--- src/rtl/dmem_arbiter_pkg.sv ---
// dmem_arb_pkg: shared port ids and default widths for the data-memory arbiter
package dmem_arb_pkg;
    localparam logic PORT_C = 1'b0;
    localparam logic PORT_H = 1'b1;
    localparam int DEF_ADDR_W = 8;
    localparam int DEF_DATA_W = 32;
    localparam int DEF_CNT_W = 16;
endpackage

--- src/rtl/dmem_arbiter_if.sv ---
// dmem_arbiter_if: one requester port of the arbiter
//   req/we/addr/wdata  requester -> arbiter
//   gnt/stall/rvalid/rdata  arbiter -> requester
interface dmem_arbiter_if #(
    parameter int ADDR_W = dmem_arb_pkg::DEF_ADDR_W,
    parameter int DATA_W = dmem_arb_pkg::DEF_DATA_W
);
    logic              req;
    logic              we;
    logic [ADDR_W-1:0] addr;
    logic [DATA_W-1:0] wdata;
    logic              gnt;
    logic              stall;
    logic              rvalid;
    logic [DATA_W-1:0] rdata;
    modport master (output req, we, addr, wdata, input gnt, stall, rvalid, rdata);
    modport slave (input req, we, addr, wdata, output gnt, stall, rvalid, rdata);
endinterface

--- src/rtl/dmem_arbiter_rr_arb2.sv ---
// rr_arb2: two-way round-robin arbiter with same-cycle grant
//   clk, rst_n  clock, async active-low reset
//   req[1:0]    requests indexed by port id
//   gnt[1:0]    one-hot (or zero) grant
module rr_arb2 import dmem_arb_pkg::*; (
    input  logic       clk,
    input  logic       rst_n,
    input  logic [1:0] req,
    output logic [1:0] gnt
);
    logic ptr;
    // ptr names the favoured port; grants are forced low while in reset
    assign gnt[PORT_C] = rst_n & req[PORT_C] & (~req[PORT_H] | ptr == PORT_C);
    assign gnt[PORT_H] = rst_n & req[PORT_H] & (~req[PORT_C] | ptr == PORT_H);
    always_ff @(posedge clk or negedge rst_n)
        if (!rst_n)
            ptr <= PORT_C;
        else if (|gnt)
            ptr <= gnt[PORT_C] ? PORT_H : PORT_C;
endmodule

--- src/rtl/dmem_arbiter.sv ---
// dmem_arbiter: shares one single-port data memory between core (c) and host (h)
//   clk, rst_n     clock, async active-low reset
//   c, h           requester ports (dmem_arbiter_if.slave)
//   mem_*          memory strobe/write/address/data, mem_rdata valid 1 cycle after a read
//   conflict_cnt   saturating count of cycles with both requests high
module dmem_arbiter import dmem_arb_pkg::*; #(
    parameter int ADDR_W = DEF_ADDR_W,
    parameter int DATA_W = DEF_DATA_W,
    parameter int CNT_W = DEF_CNT_W
) (
    input  logic              clk,
    input  logic              rst_n,
    dmem_arbiter_if.slave     c,
    dmem_arbiter_if.slave     h,
    output logic              mem_en,
    output logic              mem_we,
    output logic [ADDR_W-1:0] mem_addr,
    output logic [DATA_W-1:0] mem_wdata,
    input  logic [DATA_W-1:0] mem_rdata,
    output logic [CNT_W-1:0]  conflict_cnt
);
    logic [1:0]        req, gnt;
    logic              rd_pend, rd_owner;
    logic [DATA_W-1:0] c_hold, h_hold;
    assign req = {h.req, c.req};
    rr_arb2 u_arb (.clk(clk), .rst_n(rst_n), .req(req), .gnt(gnt));
    assign c.gnt = gnt[PORT_C];
    assign h.gnt = gnt[PORT_H];
    assign c.stall = c.req & ~c.gnt;
    assign h.stall = h.req & ~h.gnt;
    always_comb begin
        mem_en = |gnt;
        mem_we = gnt[PORT_H] ? h.we : gnt[PORT_C] ? c.we : 1'b0;
        mem_addr = gnt[PORT_H] ? h.addr : gnt[PORT_C] ? c.addr : '0;
        mem_wdata = gnt[PORT_H] ? h.wdata : gnt[PORT_C] ? c.wdata : '0;
    end
    // read data is routed live during rvalid, otherwise each port keeps its last return
    assign c.rvalid = rd_pend & (rd_owner == PORT_C);
    assign h.rvalid = rd_pend & (rd_owner == PORT_H);
    assign c.rdata = c.rvalid ? mem_rdata : c_hold;
    assign h.rdata = h.rvalid ? mem_rdata : h_hold;
    always_ff @(posedge clk or negedge rst_n)
        if (!rst_n) begin
            rd_pend <= 1'b0;
            rd_owner <= PORT_C;
            c_hold <= '0;
            h_hold <= '0;
            conflict_cnt <= '0;
        end else begin
            rd_pend <= mem_en & ~mem_we;
            if (mem_en)
                rd_owner <= gnt[PORT_H] ? PORT_H : PORT_C;
            if (c.rvalid)
                c_hold <= mem_rdata;
            if (h.rvalid)
                h_hold <= mem_rdata;
            if (&req && conflict_cnt != '1)
                conflict_cnt <= conflict_cnt + CNT_W'(1);
        end
endmodule
--- src/flat_wrapper.sv ---
// flat-port wrapper written by rule: the top's interface ports become plain ports
module dmem_arbiter_flat import dmem_arb_pkg::*;
#(
    parameter int ADDR_W = DEF_ADDR_W,
    parameter int DATA_W = DEF_DATA_W,
    parameter int CNT_W = DEF_CNT_W
)
  (clk, rst_n, mem_en, mem_we, mem_addr, mem_wdata, mem_rdata, conflict_cnt, c_req, c_we, c_addr, c_wdata, c_gnt, c_stall, c_rvalid, c_rdata, h_req, h_we, h_addr, h_wdata, h_gnt, h_stall, h_rvalid, h_rdata);
  dmem_arbiter_if #(.ADDR_W(ADDR_W), .DATA_W(DATA_W)) c_i ();
  dmem_arbiter_if #(.ADDR_W(ADDR_W), .DATA_W(DATA_W)) h_i ();
  input  logic clk;
  input  logic rst_n;
  output logic mem_en;
  output logic mem_we;
  output logic [ADDR_W-1:0] mem_addr;
  output logic [DATA_W-1:0] mem_wdata;
  input  logic [DATA_W-1:0] mem_rdata;
  output logic [CNT_W-1:0] conflict_cnt;
  input wire logic [$bits(c_i.req)-1:0] c_req;
  input wire logic [$bits(c_i.we)-1:0] c_we;
  input wire logic [$bits(c_i.addr)-1:0] c_addr;
  input wire logic [$bits(c_i.wdata)-1:0] c_wdata;
  output wire logic [$bits(c_i.gnt)-1:0] c_gnt;
  output wire logic [$bits(c_i.stall)-1:0] c_stall;
  output wire logic [$bits(c_i.rvalid)-1:0] c_rvalid;
  output wire logic [$bits(c_i.rdata)-1:0] c_rdata;
  input wire logic [$bits(h_i.req)-1:0] h_req;
  input wire logic [$bits(h_i.we)-1:0] h_we;
  input wire logic [$bits(h_i.addr)-1:0] h_addr;
  input wire logic [$bits(h_i.wdata)-1:0] h_wdata;
  output wire logic [$bits(h_i.gnt)-1:0] h_gnt;
  output wire logic [$bits(h_i.stall)-1:0] h_stall;
  output wire logic [$bits(h_i.rvalid)-1:0] h_rvalid;
  output wire logic [$bits(h_i.rdata)-1:0] h_rdata;
  assign c_i.req = c_req;
  assign c_i.we = c_we;
  assign c_i.addr = c_addr;
  assign c_i.wdata = c_wdata;
  assign c_gnt = c_i.gnt;
  assign c_stall = c_i.stall;
  assign c_rvalid = c_i.rvalid;
  assign c_rdata = c_i.rdata;
  assign h_i.req = h_req;
  assign h_i.we = h_we;
  assign h_i.addr = h_addr;
  assign h_i.wdata = h_wdata;
  assign h_gnt = h_i.gnt;
  assign h_stall = h_i.stall;
  assign h_rvalid = h_i.rvalid;
  assign h_rdata = h_i.rdata;
  dmem_arbiter #(.ADDR_W(ADDR_W), .DATA_W(DATA_W), .CNT_W(CNT_W)) u_core (.clk(clk), .rst_n(rst_n), .c(c_i), .h(h_i), .mem_en(mem_en), .mem_we(mem_we), .mem_addr(mem_addr), .mem_wdata(mem_wdata), .mem_rdata(mem_rdata), .conflict_cnt(conflict_cnt));
endmodule
--- config.mk ---
export PLATFORM = sky130hd
export DESIGN_NAME = dmem_arbiter_flat
export DESIGN_NICKNAME = d
export VERILOG_FILES = /design/src/rtl/dmem_arbiter_pkg.sv /design/src/rtl/dmem_arbiter_if.sv /design/src/rtl/dmem_arbiter_rr_arb2.sv /design/src/rtl/dmem_arbiter.sv /design/src/flat_wrapper.sv
export SDC_FILE = /design/constraint.sdc
export NUM_CORES = 1
export LEC_CHECK = 0
export ABC_AREA = 0
export BUFFER_PORTS_ARGS = -buffer_cell sky130_fd_sc_hd__buf_4
export CORE_UTILIZATION = 42
export DETAILED_ROUTE_END_ITERATION = 6
export GPL_ROUTABILITY_DRIVEN = 0
export PLACE_DENSITY = 0.9
export REMOVE_ABC_BUFFERS = 1
export SLEW_MARGIN = 10
export SYNTH_ARGS = -nofsm -noshare
export SYNTH_HDL_FRONTEND = slang
export SYNTH_SLANG_ARGS = --single-unit
--- constraint.sdc ---
create_clock -name clk -period 1.7 [get_ports clk]
set_input_delay 0.34 -clock clk [delete_from_list [all_inputs] [get_ports clk]]
set_output_delay 0.34 -clock clk [all_outputs]
set_load 0.01 [all_outputs]
Word-level counts from Yosys, hierarchy flattened
Cells that the tools add are included.
- flip-flop bits (word level): 83
- output and inout bits: 128
- logic and storage cells: 39
- $add $sub $neg: 1
- equal/unequal tests: 1
- mux-type cells: 10
- bitwise operators: 18
- reductions and logical operators: 3
- operator list (kind ; number):
    32-bit two-way mux ; 4
    16-bit by 1-bit adder with 16-bit output, second input constant ; 1
    8-bit two-way mux ; 2
    16-bit inequality test, second input constant ; 1
    1-bit bitwise AND ; 9
    1-bit inverter ; 7
    1-bit two-way mux ; 4
    1-bit bitwise OR ; 2
    2-bit AND reduction ; 1
    2-bit OR reduction ; 1
    1-bit logical AND ; 1

Logic depth before layout (Yosys ltp)
- depth after elaboration: 7
- depth in mapped cells: 6
- mapped depth without buffers: 5

Cells and area by module
Synthesis repeated with hierarchy kept, for this count alone.
- cell total of the unflattened synthesis: 281
- area, all modules: 3721.1 um^2
- by module, submodules not included (module ; times used ; cells each ; area an instance (um^2) ; sequential area each (um^2)):
    dmem_arbiter ; 1 ; 273 ; 3659.8 ; 2052.0
    rr_arb2 ; 1 ; 8 ; 61.3 ; 25.0

Least setup slack after synthesis
No wires, ideal clock.
- path kind: register -> output
- start point: register u_core.rd_owner
- end point: output port c_rdata[22]
- arrival time: 1319 ps
- data required time: 1360 ps
- path slack: 41 ps
- stages on the path, launching flop included: 5
- cell sequence: dfrtp_1 -> nor2b_1 -> clkbuf_1 -> buf_2 -> mux2_1
- longest elaborated chain between the ends: 3
- ends and longest elaborated chain (what ; line ; RTL):
    start, declared ; dmem_arbiter.sv:23 ; logic rd_pend, rd_owner;
    start signal, assigned ; dmem_arbiter.sv:52 ; rd_owner <= gnt[PORT_H] ? PORT_H : PORT_C;
    1-bit inverter ; dmem_arbiter.sv:38 ; assign c.rvalid = rd_pend & (rd_owner == PORT_C);
    1-bit bitwise AND ; dmem_arbiter.sv:38 ;
    named net c_rvalid ; flat_wrapper.sv:25 ; output wire logic [$bits(c_i.rvalid)-1:0] c_rvalid;
    32-bit two-way mux ; dmem_arbiter.sv:40 ; assign c.rdata = c.rvalid ? mem_rdata : c_hold;
    end, declared ; flat_wrapper.sv:26 ; output wire logic [$bits(c_i.rdata)-1:0] c_rdata;
The timed path passes the listed nets, and every way through them passes these cells.

Worst setup path after layout
- start point: register u_core.rd_owner
- end point: output port c_rdata[11]
- longest elaborated chain between the ends: 3
- ends and longest elaborated chain (what ; line):
    1-bit inverter ; dmem_arbiter.sv:38
    1-bit bitwise AND ; dmem_arbiter.sv:38
    32-bit two-way mux ; dmem_arbiter.sv:40
No other way between the ends.

==> summary.md <==
| Metric | Value |
|---|---|
| Status | `finished with violations` |
| Worst Setup Slack, final | `-327 ps` |
| RSZ-0062 raised after global routing | `true` |
| CTS Buf Count | `9` |
| Area leader, netlist | `dfrtp_1` |
| EDFF count, synth | `0` |
| Grt met1 use | `0.376` |
| Slew Viols, Final | `0` |
| Die ar. | `9250 um^2` |
| CP max stage delay | `430 ps` |
| Drt pass-1 iters | `4` |
| Worst vdd ir | `0.720 mV` |
| Register area | `2080 um^2` |
| Via count | `3843` |
| CP cell instances | `nor2b_4 > buf_12 > clkbuf_16 > mux2_4 > buf_6` |
| CP required | `1360 ps` |
| Starting DRT DRC Count | `212` |
| Slowest cell on crit path | `dfrtp_1` |
| WHS | `46.6 ps` |
| Power per cell area | `1320 nW/um^2` |
| Antenna viol nets, final | `0` |
| Vias in the first global route | `3675` |
| Failing checks | `setup timing` |
| Hold Crit Class | `in2async` |
| Top Usage Layer GRT | `met2` |
| # rows | `33` |
| Rel. slew slack | `0.386` |
| Fin nets | `688` |
| CTS tree | `built` |
| Area fraction of the dominant cell type after synthesis | `0.558` |
| # port buffers | `245` |
| Final core utilization | `0.867` |
| CP Max Fanout | `8` |
| Final period utilization | `1.19` |
| Die Wd | `96.2 um` |
| CP Capture Type | `output port` |
| M2 GR Usage | `0.567` |
| Clk_lat worst skew | `350 ps` |
| Max-cap violations | `0` |
| Htree depth | `3` |
| Total power | `9.63 mW` |
| Drt via density | `5.66` |
| WS Path Type | `reg2out` |
| Synth unique cells | `38` |
| Initial Util | `0.444` |
| GRT Total Usage | `0.331` |
| Register area share after synthesis | `0.558` |
| Main synth FF type | `dfrtp_1` |
| Synth area leaders | `dfrtp_1, mux2_2, a22o_1, mux2_1, xor2_1` |
| Multi-input logic area | `1910 um^2` |
| Flop and latch count out of synthesis | `83` |
| Layout fillers | `398` |
| Clock Skew | `20.1 ps` |
| CTS Buffer Depth | `2` |
| Synth Warn # | `0` |
| Pre-CTS setup slack | `-123 ps` |
| WL final | `17.7 mm` |
| Critical path launch point type | `flip-flop` |
| Clock slew at reported path FFs | `90 ps` |
| Post-Syn Area | `3720 um^2` |
| Root Driver | `clkbuf_8` |
| CP arrival | `1690 ps` |
| Leak | `3.76 nW` |
| Worst Max-Slew Pin Slew | `921 ps` |
| Most common cell in the netlist | `dfrtp_1` |
| CP Buf/Inv Count | `3` |
| N_diodes | `0` |
| Min Tclk post-route | `2030 ps` |
| Post-synth top cells | `dfrtp_1, mux2_2, a22o_1, clkbuf_1, mux2_1` |
| Kind of cell adding the most delay to the critical path | `buffers and inverters` |
| Die H | `96.2 um` |
| Clock tree sinks | `83` |
| Grt total ovfl | `0` |
| HPWL after DPL | `11.1 mm` |
| Initial antenna violation count | `1` |
| First-pass GRT wire length | `21.3 mm` |
| DR WL/cell | `26.1 um` |
| # IOs | `246` |
| Synth async-reset ratio | `1.00` |
| Avg Cell Area, Syn | `13.4 um^2` |
| Final Hold Fails | `0` |
| Core area | `8380 um^2` |
| Synth-to-Final Area Change | `95.1%` |
| Cells after Synth | `277` |
| Setup TNS | `-28180 ps` |
| Largest net degree at the start of global routing | `76` |
| GR met3 Demand/Resource | `0.102` |
| Layout cells sized above 1 | `0.693` |
| F_max | `493 MHz` |
| Post-route DRC | `0` |
| Setup Viol. Count Final | `108` |
registers in the layout (all words and copies together) (netlist names):
| name | flops |
|---|---|
| u_core.u_arb.ptr | 1 |
| u_core.h_hold | 32 |
| u_core.c_hold | 32 |
| u_core.rd_owner | 1 |
| u_core.conflict_cnt | 16 |
| u_core.rd_pend | 1 |
final cells by class:
cell class / count / area share
clock buffer: 11 / 0.0195
inverter: 4 / 0.00275
multi-input combinational: 173 / 0.263
sequential: 83 / 0.286
clock inverter: 5 / 0.0115
timing repair buffer: 298 / 0.399
tap: 105 / 0.0181
worst reg2reg max path, stage by stage, from the launching register on:
cell and delay [ps]:
dfrtp_1 420, nand2b_4 160, and3_4 210, buf_12 160
a22o_4 230, buf_4 140, nor2b_1 180
through the flow:
| step | instance area (um^2) | std cells |
|---|---|---|
| after floorplan | 3660 | 260 |
| after global placement | 5890 | 634 |
| after detailed placement | 5890 | 634 |
| after CTS | 6580 | 655 |
| after global routing | 7270 | 679 |
| final | 7270 | 679 |
routing by layer:
layer | part of all wire | wire length, um | vias to the layer above
met3 | 0.091 | 1610 | 54
met2 | 0.51 | 9000 | 259
li1 | - | - | 1608
met1 | 0.36 | 6450 | 1922
met4 | 0.037 | 649 | 0
met5 | 0 | 0 | -
cells in the final DEF (no fill, tap or decap), types with 4 or more instances in the layout:
cell type	netlist	layout
xnor2_1	5	5
buf_12	0	9
xor2_1	8	8
nor2_1	5	5
clkbuf_16	0	9
dfrtp_1	83	83
a22o_1	41	33
buf_6	0	102
nand2_1	7	5
buf_4	0	176
a22o_4	0	8
mux2_4	1	65
clkbuf_8	0	10
nand4_1	6	6
nand3_1	4	4
path summary, 6_finish.rpt:
check                                       start                endpoint  slack (ps)  cells after the start
worst max-delay path              u_core.rd_owner             c_rdata[11]        -330                      5
worst min-delay path                        rst_n  u_core.conflict_cnt[0]          50                      3
worst max register to register   u_core.u_arb.ptr          u_core.rd_pend         110                      6
worst min register to register  u_core.h_hold[15]       u_core.h_hold[15]         510                      1
max in group asynchronous                   rst_n         u_core.rd_owner         810                      2
min in group clk                     mem_rdata[0]        u_core.c_hold[0]         250                      2
power by group:
group	internal, mW	switching [mW]
registers	2.69	0.378
logic	2.98	1.98
clock network	0.874	0.725
total	6.55	3.08
kinds of logic after synthesis:
kind of cell / Yosys count / synth area share
compound gates: 50 / 0.114
xor+xnor: 13 / 0.0306
fa+ha+maj: 1 / 0.00336
buf+inv: 21 / 0.0225
flops: 83 / 0.558
mux: 65 / 0.198
simple gates: 44 / 0.0746
repair_timing:
item / 4_1_cts / 5_1_grt
hold endpoints to repair: 3 / 0
buffers inserted: 3 / 15
setup endpoints to repair: 109 / 111
hold buffers: 1 / 0
cloned: 1 / 12
gates resized for setup: 102 / 92
pin swaps: 1 / 12
Note: power is estimated with default switching activity, not from simulation.
